===== src/rtl/garage_pkg.sv =====
// Shared types for the garage door request sequencer: FSM states, grant source
// codes and a counter-width helper.
package garage_pkg;

    typedef enum logic [2:0] {
        ST_SYNC,
        ST_CLOSED,
        ST_OPEN,
        ST_OPENING,
        ST_CLOSING,
        ST_FAULT
    } door_state_t;

    typedef enum logic [1:0] {
        SRC_NONE   = 2'b00,
        SRC_WALL   = 2'b01,
        SRC_REMOTE = 2'b10,
        SRC_AUTO   = 2'b11
    } grant_src_t;

    // A zero-valued parameter still needs a one-bit counter to stay legal.
    function automatic int cnt_width(input int max_val);
        return (max_val < 1) ? 1 : $clog2(max_val + 1);
    endfunction

endpackage


===== src/rtl/garage_door_sequencer_req_edge_arb.sv =====
// Rising-edge detection for the wall and remote request levels, followed by a
// fixed-priority pick (wall > remote > auto). Lock suppresses every source.
module req_edge_arb
    import garage_pkg::*;
(
    input  logic       clk,
    input  logic       rst,
    input  logic       wall_req,
    input  logic       remote_req,
    input  logic       auto_req,
    input  logic       lock,
    output logic [2:0] req_onehot,
    output grant_src_t req_src
);

    logic wall_q;
    logic remote_q;
    logic wall_edge;
    logic remote_edge;
    logic auto_ok;

    // The previous level is tracked every cycle, so an edge seen while locked is consumed.
    always_ff @(posedge clk or posedge rst) begin
        if (rst) begin
            wall_q   <= 1'b0;
            remote_q <= 1'b0;
        end else begin
            wall_q   <= wall_req;
            remote_q <= remote_req;
        end
    end

    assign wall_edge   = wall_req & ~wall_q & ~lock;
    assign remote_edge = remote_req & ~remote_q & ~lock;
    assign auto_ok     = auto_req & ~lock;

    always_comb begin
        req_onehot = 3'b000;
        req_src    = SRC_NONE;
        if (wall_edge) begin
            req_onehot = 3'b001;
            req_src    = SRC_WALL;
        end else if (remote_edge) begin
            req_onehot = 3'b010;
            req_src    = SRC_REMOTE;
        end else if (auto_ok) begin
            req_onehot = 3'b100;
            req_src    = SRC_AUTO;
        end
    end

endmodule


===== src/rtl/garage_door_sequencer.sv =====
// Garage door request sequencer: arbitrates user and auto-close requests, pulses
// Activate only while the door rests at a limit, and faults on over-long runs.
module garage_door_sequencer
    import garage_pkg::*;
#(
    parameter int AUTO_CLOSE_CYC  = 1000,
    parameter int RUN_TIMEOUT_CYC = 500
) (
    input  logic       CLK,
    input  logic       RST,
    input  logic       Wall_Req,
    input  logic       Remote_Req,
    input  logic       Lock,
    input  logic       Beam_Blocked,
    input  logic       UP_Max,
    input  logic       DN_Max,
    input  logic       UP_M,
    input  logic       DN_M,
    output logic       Activate,
    output logic [1:0] Grant_Src,
    output logic       Door_Open,
    output logic       Busy,
    output logic       Obstruct,
    output logic       Fault
);

    localparam int AC_W = cnt_width(AUTO_CLOSE_CYC);
    localparam int RC_W = cnt_width(RUN_TIMEOUT_CYC);
    localparam logic [AC_W-1:0] AC_MAX  = AC_W'(AUTO_CLOSE_CYC);
    localparam logic [AC_W-1:0] AC_FIRE = AC_W'((AUTO_CLOSE_CYC > 0) ? AUTO_CLOSE_CYC - 1 : 0);
    localparam logic [RC_W-1:0] RC_LAST = RC_W'(RUN_TIMEOUT_CYC - 1);

    door_state_t     state;
    door_state_t     state_nxt;
    logic [AC_W-1:0] auto_cnt;
    logic [AC_W-1:0] auto_cnt_nxt;
    logic [RC_W-1:0] run_cnt;
    logic [RC_W-1:0] run_cnt_nxt;
    logic            activate_nxt;
    grant_src_t      src_nxt;
    logic            obstruct_nxt;
    logic            auto_req;
    logic [2:0]      req_onehot;
    grant_src_t      req_src;
    logic            req_valid;
    logic            motor_unused;

    // Decisions are made purely from the limit switches; motor status is informational.
    assign motor_unused = UP_M | DN_M;

    assign auto_req = (AUTO_CLOSE_CYC != 0) && (state == ST_OPEN)
                      && (auto_cnt == AC_FIRE) && !Beam_Blocked;

    req_edge_arb u_arb (
        .clk        (CLK),
        .rst        (RST),
        .wall_req   (Wall_Req),
        .remote_req (Remote_Req),
        .auto_req   (auto_req),
        .lock       (Lock),
        .req_onehot (req_onehot),
        .req_src    (req_src)
    );

    assign req_valid = |req_onehot;

    always_comb begin
        state_nxt    = state;
        activate_nxt = 1'b0;
        src_nxt      = grant_src_t'(Grant_Src);
        obstruct_nxt = Obstruct | ((state == ST_CLOSING) & Beam_Blocked);
        auto_cnt_nxt = auto_cnt;
        run_cnt_nxt  = run_cnt;
        if (UP_Max && DN_Max) begin
            state_nxt = ST_FAULT;
        end else begin
            case (state)
                ST_SYNC: begin
                    if (DN_Max) begin
                        state_nxt = ST_CLOSED;
                    end else if (UP_Max) begin
                        state_nxt    = ST_OPEN;
                        auto_cnt_nxt = '0;
                    end
                end
                ST_CLOSED: begin
                    if (req_valid) begin
                        state_nxt    = ST_OPENING;
                        activate_nxt = 1'b1;
                        src_nxt      = req_src;
                        obstruct_nxt = 1'b0;
                        run_cnt_nxt  = '0;
                    end
                end
                ST_OPEN: begin
                    // A blocked beam drops the close request and restarts the auto-close wait.
                    if (req_valid && !Beam_Blocked) begin
                        state_nxt    = ST_CLOSING;
                        activate_nxt = 1'b1;
                        src_nxt      = req_src;
                        run_cnt_nxt  = '0;
                    end else if (Beam_Blocked) begin
                        auto_cnt_nxt = '0;
                    end else if (!Lock && auto_cnt != AC_MAX) begin
                        auto_cnt_nxt = auto_cnt + 1'b1;
                    end
                end
                ST_OPENING: begin
                    if (UP_Max) begin
                        state_nxt    = ST_OPEN;
                        auto_cnt_nxt = '0;
                    end else if (run_cnt >= RC_LAST) begin
                        state_nxt = ST_FAULT;
                    end else begin
                        run_cnt_nxt = run_cnt + 1'b1;
                    end
                end
                ST_CLOSING: begin
                    if (DN_Max) begin
                        state_nxt = ST_CLOSED;
                    end else if (run_cnt >= RC_LAST) begin
                        state_nxt = ST_FAULT;
                    end else begin
                        run_cnt_nxt = run_cnt + 1'b1;
                    end
                end
                ST_FAULT: ;
                default: state_nxt = ST_FAULT;
            endcase
        end
    end

    always_ff @(posedge CLK or posedge RST) begin
        if (RST) begin
            state     <= ST_SYNC;
            auto_cnt  <= '0;
            run_cnt   <= '0;
            Activate  <= 1'b0;
            Grant_Src <= SRC_NONE;
            Door_Open <= 1'b0;
            Busy      <= 1'b0;
            Obstruct  <= 1'b0;
            Fault     <= 1'b0;
        end else begin
            state     <= state_nxt;
            auto_cnt  <= auto_cnt_nxt;
            run_cnt   <= run_cnt_nxt;
            Activate  <= activate_nxt;
            Grant_Src <= src_nxt;
            Door_Open <= (state_nxt == ST_OPEN);
            Busy      <= (state_nxt == ST_OPENING) || (state_nxt == ST_CLOSING);
            Obstruct  <= obstruct_nxt;
            Fault     <= (state_nxt == ST_FAULT);
        end
    end

endmodule


===== config.mk =====
export PLATFORM = sky130hd
export DESIGN_NAME = garage_door_sequencer
export DESIGN_NICKNAME = d
export VERILOG_FILES = /design/src/rtl/garage_pkg.sv /design/src/rtl/garage_door_sequencer_req_edge_arb.sv /design/src/rtl/garage_door_sequencer.sv
export SDC_FILE = /design/constraint.sdc
export NUM_CORES = 1
export LEC_CHECK = 0
export BUFFER_PORTS_ARGS = -buffer_cell sky130_fd_sc_hd__buf_4
export CAP_MARGIN = 40
export CORE_MARGIN = 1
export CORE_UTILIZATION = 30
export CTS_CLUSTER_SIZE = 40
export DETAILED_ROUTE_END_ITERATION = 6
export PLACE_DENSITY = 0.48
export SKIP_LAST_GASP = 1
export SLEW_MARGIN = 20
export SYNTH_ARGS = -nofsm -noshare
export SYNTH_HDL_FRONTEND = slang
export SYNTH_SLANG_ARGS = --single-unit
export TNS_END_PERCENT = 10

===== constraint.sdc =====
create_clock -name CLK -period 2.57 [get_ports CLK]
set_input_delay 0.1285 -clock CLK [delete_from_list [all_inputs] [get_ports CLK]]
set_output_delay 0.1285 -clock CLK [all_outputs]
set_load 0.005 [all_outputs]

# After elaboration in Yosys (flattened, before gate mapping)
# Cells that the tools add are included.
# word_totals
ff_bits	31
in_bits	10
output_inout_bits	7
# op_classes
n_lt_le_gt_ge	1
n_reduce_logical	16
bitwise_logic	11
eq_ne	18
mux	37
addsub	2
# op_table
operator	count
10-bit 2-to-1 mux	5
9-bit 2-to-1 mux	5
9-bit case mux with 4 select lines	1
3-bit 2-to-1 mux	11
10-bit case mux with 3 select lines	1
3-bit case mux with 6 select lines	1
3-bit by 2-bit == test with 1-bit output (second input constant)	4
3-bit == test (second input constant)	4
10-bit by 1-bit adder with 10-bit output (second input constant)	1
10-bit == test (second input constant)	1
2-bit 2-to-1 mux	5
10-bit inequality test (second input constant)	1
2-bit inequality test (second input constant)	5
9-bit by 1-bit adder with 9-bit output (second input constant)	1
9-bit greater-or-equal comparator (second input constant)	1
1-bit AND	6
1-bit 2-to-1 mux	6
6-bit AND reduction	1
1-bit logical AND	5
5-bit AND reduction	1
1-bit inverter	4
2-bit case mux with 2 select lines	1
4-bit AND reduction	1
4-bit nonzero test	1
other kinds (11)	12

# Logic depth before layout (Yosys ltp)
# logic_depth
depth_word	14
ltp_mapped	7

# Modules after synthesis
# Synthesis repeated with hierarchy kept, for this count alone.
# hier_totals
cells_unflattened	205
hier_area_um2	1939.4
# modules_own_cells
module	area_per_inst_um2	cells_each	n_inst
garage_door_sequencer	1809.2	192	1
req_edge_arb	130.1	13	1

# Worst setup path before layout
# No wires, ideal clock.
# synth_path
path_kind	reg2reg
start	register state[0]
end	register run_cnt[8]
setup_time_ps	73
slack_ps	452
t_arrival_ps	2044
path_buffers	2
stages_incl_launch_ff	8
cell_sequence	dfrtp_1 buf_6 or4b_1 o41a_1 buf_6 or3_1 or3_1 a21oi_2
# synth_via
elab_chain_len	11
elab_cells_between_ends	19
# synth_rtl
item	line_no	source
from (decl)	garage_door_sequencer.sv:33	door_state_t state;
from (signal assigned)	garage_door_sequencer.sv:145	state <= state_nxt;
3-bit by 2-bit == test with 1-bit output	garage_door_sequencer.sv:51, garage_door_sequencer.sv:77	
1-bit logical AND (2 in series)	garage_door_sequencer.sv:52	&& (auto_cnt == AC_FIRE) && !Beam_Blocked;
1-bit AND	garage_door_sequencer_req_edge_arb.sv:35	assign auto_ok = auto_req & ~lock;
3-bit 2-to-1 mux	garage_door_sequencer_req_edge_arb.sv:46	end else if (auto_ok) begin
3-bit 2-to-1 mux	garage_door_sequencer_req_edge_arb.sv:43	end else if (remote_edge) begin
3-bit 2-to-1 mux	garage_door_sequencer_req_edge_arb.sv:40	if (wall_edge) begin
3-bit OR reduction	garage_door_sequencer.sv:65	assign req_valid = |req_onehot;
1-bit logical AND	garage_door_sequencer.sv:97	if (req_valid && !Beam_Blocked) begin
2-bit by 1-bit inequality test with 1-bit output (no source line)	-	
6-bit AND reduction (no source line)	-	
to (signal assigned)	garage_door_sequencer.sv:147	run_cnt <= run_cnt_nxt;
to (decl)	garage_door_sequencer.sv:37	logic [RC_W-1:0] run_cnt;
# Parallel ways exist; a longest one is shown, timed or not.
# A chain may end at the register's enable or synchronous reset.

# Worst setup path in the final report
# layout_path
start	register state[1]
end	register run_cnt[6]
# Same word-level chain as after synthesis.

==> impl_results.md <==
* PostCTS Resize Cnt at 0
* Min-delay worst type: in2reg
* Final Hold Vio Count at 0
* Post-DP HPWL at 3020 µm
* Clk sink count at 31
* Clk_skew at 0.00957 ns
* Critical Path AT at 2.52 ns
* Worst VDD drop at 249 µV
* GPL Wtd Cong at 0.752
* TritonCTS buffer count at 5
* Critical Path Fanout Max at 12
* Starting Density at 31.1%
* Total track usage at 14.5%
* Post-route ant nets at 0
* LEAKAGE at 0.873 nW
* Htree depth at 2
* Minimum clock period at 2.35 ns
* Initial antenna violation count at 0
* Psw at 0.000319 W
* DR WL/cell at 14.3 µm
* Chip height at 80.1 µm
* Via density at 5.35
* Worst Tran Pin Value at 0.646 ns
* Clk slew on worst S/H paths at 0.07 ns
* Clk root buf: clkbuf_8
* Clock power frac at 34.1%
* Top FF cell, synth: dfrtp_1
* Total routed wirelength at 4210 µm
* Post-synth EDFFs at 0
* CP Launch Type: flop
* Crit. End Element: flop
* DR pass1 iterations at 6
* Cells after Synth at 194
* Cells along the critical path: or4b_1 > o41a_1 > or3_1 > a22o_1
* Area growth from synthesis to layout at 18.2%
* Syn avg cell area at 9.44 µm²
* CTS max path bufs at 2
* Hold Buf Count CTS at 3
* First-pass GRT wire length at 6980 µm
* Count of pins over their slew limit at 0
* Initial DRC Count at 98
* IO Port Bufs at 14
* Family with the most delay on the worst path: simple AND/OR/NAND/NOR gates
* GRT overflow at 0
* Area leader, netlist: dfrtp_1
* Seq/Total Area, Yosys at 42.4%
* Post-Route Setup TNS at 0 ns
* Slew margin rel. at 56.9%
* DRC at 0
* MaxCap Viol Count at 0
* Number of fill cells in the layout at 625
* Die X at 80.1 µm
* Post-CTS setup buffers at 0
* Slowest CP cell: or3_1
* WP buf/inv at 0
* Synthesized Nets at 207
* Cell Rows at 28
* FMAX at 426 MHz
* RSZ-0062 raised after global routing: no
* Number of global-route vias before repair at 1409
* Layout cells sized above 1 at 16.4%
* Count of different cell masters after synthesis at 49
* Top cells by count, synth: dfrtp_1 (31), nand2_1 (16), a21oi_1 (12), nor3_1 (12), o21ai_0 (9)
* WP data required at 2.74 ns
* Status: finished, final reports clean
* Clock Latency Late Sink at 0.29 ns
* Final Cycle Share at 91.4%
* Gate power share at 13.3%
* Top cell type's share of synthesized area at 42.4%
* Largest net degree at the start of global routing at 17
* Power per cell area at 534 nW/µm²
* Setup CP Type: reg2reg
* FF-to-FF setup slack at 0.22 ns
* CTS tree: built
* Switching Fraction at 27.6%
* Synth warn at 0
* Internal cell power at 0.000836 W
* Synth area leaders: dfrtp_1 (42%), a21oi_1 (3.3%), nor3_1 (3.3%)
* Register bit total from synthesis at 31
* Cell Area, Synth at 1830 µm²
* Placeable Area at 5890 µm²
* Fin nets at 232
* Synth async-reset ratio at 100%
* Setup violators final at 0
* Vias at 1572
* Ant. Diodes at 0
* Slowest stage delay, CP at 0.59 ns
* Cell with the most instances after synthesis: dfrtp_1
* Final Util at 36.8%
* Die area at 6420 µm²
* Seq pwr share at 52.6%
* Top Ports at 17
==> worst paths after layout <==
path | from | to | cells after the start
worst min-delay path | Beam_Blocked | Obstruct$_DFF_PP0_ | 3
worst max-delay path | state[1]$_DFF_PP0_ | run_cnt[6]$_DFFE_PP0P_ | 4
min in group asynchronous | RST | u_arb.remote_q$_DFF_PP0_ | 3
max in group asynchronous | RST | run_cnt[5]$_DFFE_PP0P_ | 4
worst max register to register | state[1]$_DFF_PP0_ | run_cnt[6]$_DFFE_PP0P_ | 4
worst min register to register | Grant_Src[1]$_DFFE_PP0P_ | Grant_Src[1]$_DFFE_PP0P_ | 1
==> metrics by stage <==
step / hold slack [ns] / total power, W / cells / setup slack [ns] / area [µm²]
2_1_floorplan: 0.160 / 0.000704 / 194 / 0.452 / 1830
3_3_place_gp: 0.251 / 0.000768 / 284 / 0.242 / 2050
3_5_place_dp: 0.252 / 0.000769 / 284 / 0.240 / 2050
4_1_cts: 0.171 / 0.00117 / 294 / 0.212 / 2160
5_1_grt: 0.175 / 0.00121 / 294 / 0.117 / 2160
6_report: 0.173 / 0.00115 / 294 / 0.222 / 2160
==> placed cells by master, fill, tap and decap left out, types with 3 or more instances in the layout <==
| cell type | n |
|---|---|
| a21oi_1 | 12 |
| and2_1 | 4 |
| buf_4 | 22 |
| clkbuf_8 | 6 |
| dfrtp_1 | 31 |
| dlygate4sd3_1 | 3 |
| ha_1 | 3 |
| inv_1 | 6 |
| mux2_2 | 3 |
| mux2i_1 | 5 |
| nand2_1 | 16 |
| nand2b_1 | 7 |
| nand3_1 | 7 |
| nand4_1 | 4 |
| nor2_1 | 7 |
| nor3_1 | 12 |
| o211ai_1 | 3 |
| o21ai_0 | 9 |
| o2bb2ai_1 | 4 |
| o31ai_1 | 4 |
| or3_1 | 8 |
| or4_1 | 6 |
==> power groups by stage <==
stage	Combinational [W]	Clock (W)	Sequential [W]
after floorplan	0.000102	0	0.000602
after global placement	0.000151	0	0.000617
after detailed placement	0.000152	0	0.000617
after CTS	0.000156	0.000408	0.000608
after global routing	0.000170	0.000424	0.000618
final	0.000153	0.000393	0.000608
==> final cells by class <==
| cell class | instances | area [µm²] | share of cell area [%] |
|---|---|---|---|
| clock inverters | 1 | 5.00 | 0.231 |
| well taps | 75 | 93.8 | 4.34 |
| inverters | 6 | 22.5 | 1.04 |
| multi-input cells | 150 | 988 | 45.7 |
| clock buffers | 6 | 82.6 | 3.82 |
| flip-flops and latches | 31 | 776 | 35.9 |
| repair buffers | 25 | 195 | 9.02 |
==> worst register-to-register path, cell delays in order (launching register included) <==
cell     delay (ns)
dfrtp_1        0.50
or4b_1         0.56
o41a_1         0.30
or3_1          0.60
a22o_1         0.28
==> layer usage <==
| layer | wire (µm) | global-route usage, % |
|---|---|---|
| met2 | 1720 | 19.0 |
| met1 | 2270 | 22.1 |
| met4 | 42 | 5.89 |
| met5 | 0 | 0 |
| met3 | 178 | 3.64 |
==> logic make-up (layout without fill, tap and decap cells) <==
group,count (synthesis),count (layout),share of synthesized area (%)
muxes,8,8,4.58
xor gates and xnor gates,1,1,0.479
adders and majority gates,3,3,2.05
buffers and inverters,13,38,3.62
and+or+nand+nor,85,85,26.7
AOI/OAI and AO/OA,53,53,20.2
DFF,31,31,42.4
==> sequential cells by signal, summed over array words and instances, names as in the netlist <==
name,count
auto_cnt,10
run_cnt,9
state,3
Grant_Src,2
Activate,1
Busy,1
Door_Open,1
Fault,1
Obstruct,1
u_arb.remote_q,1
u_arb.wall_q,1
(Power assumes the default switching activity.)
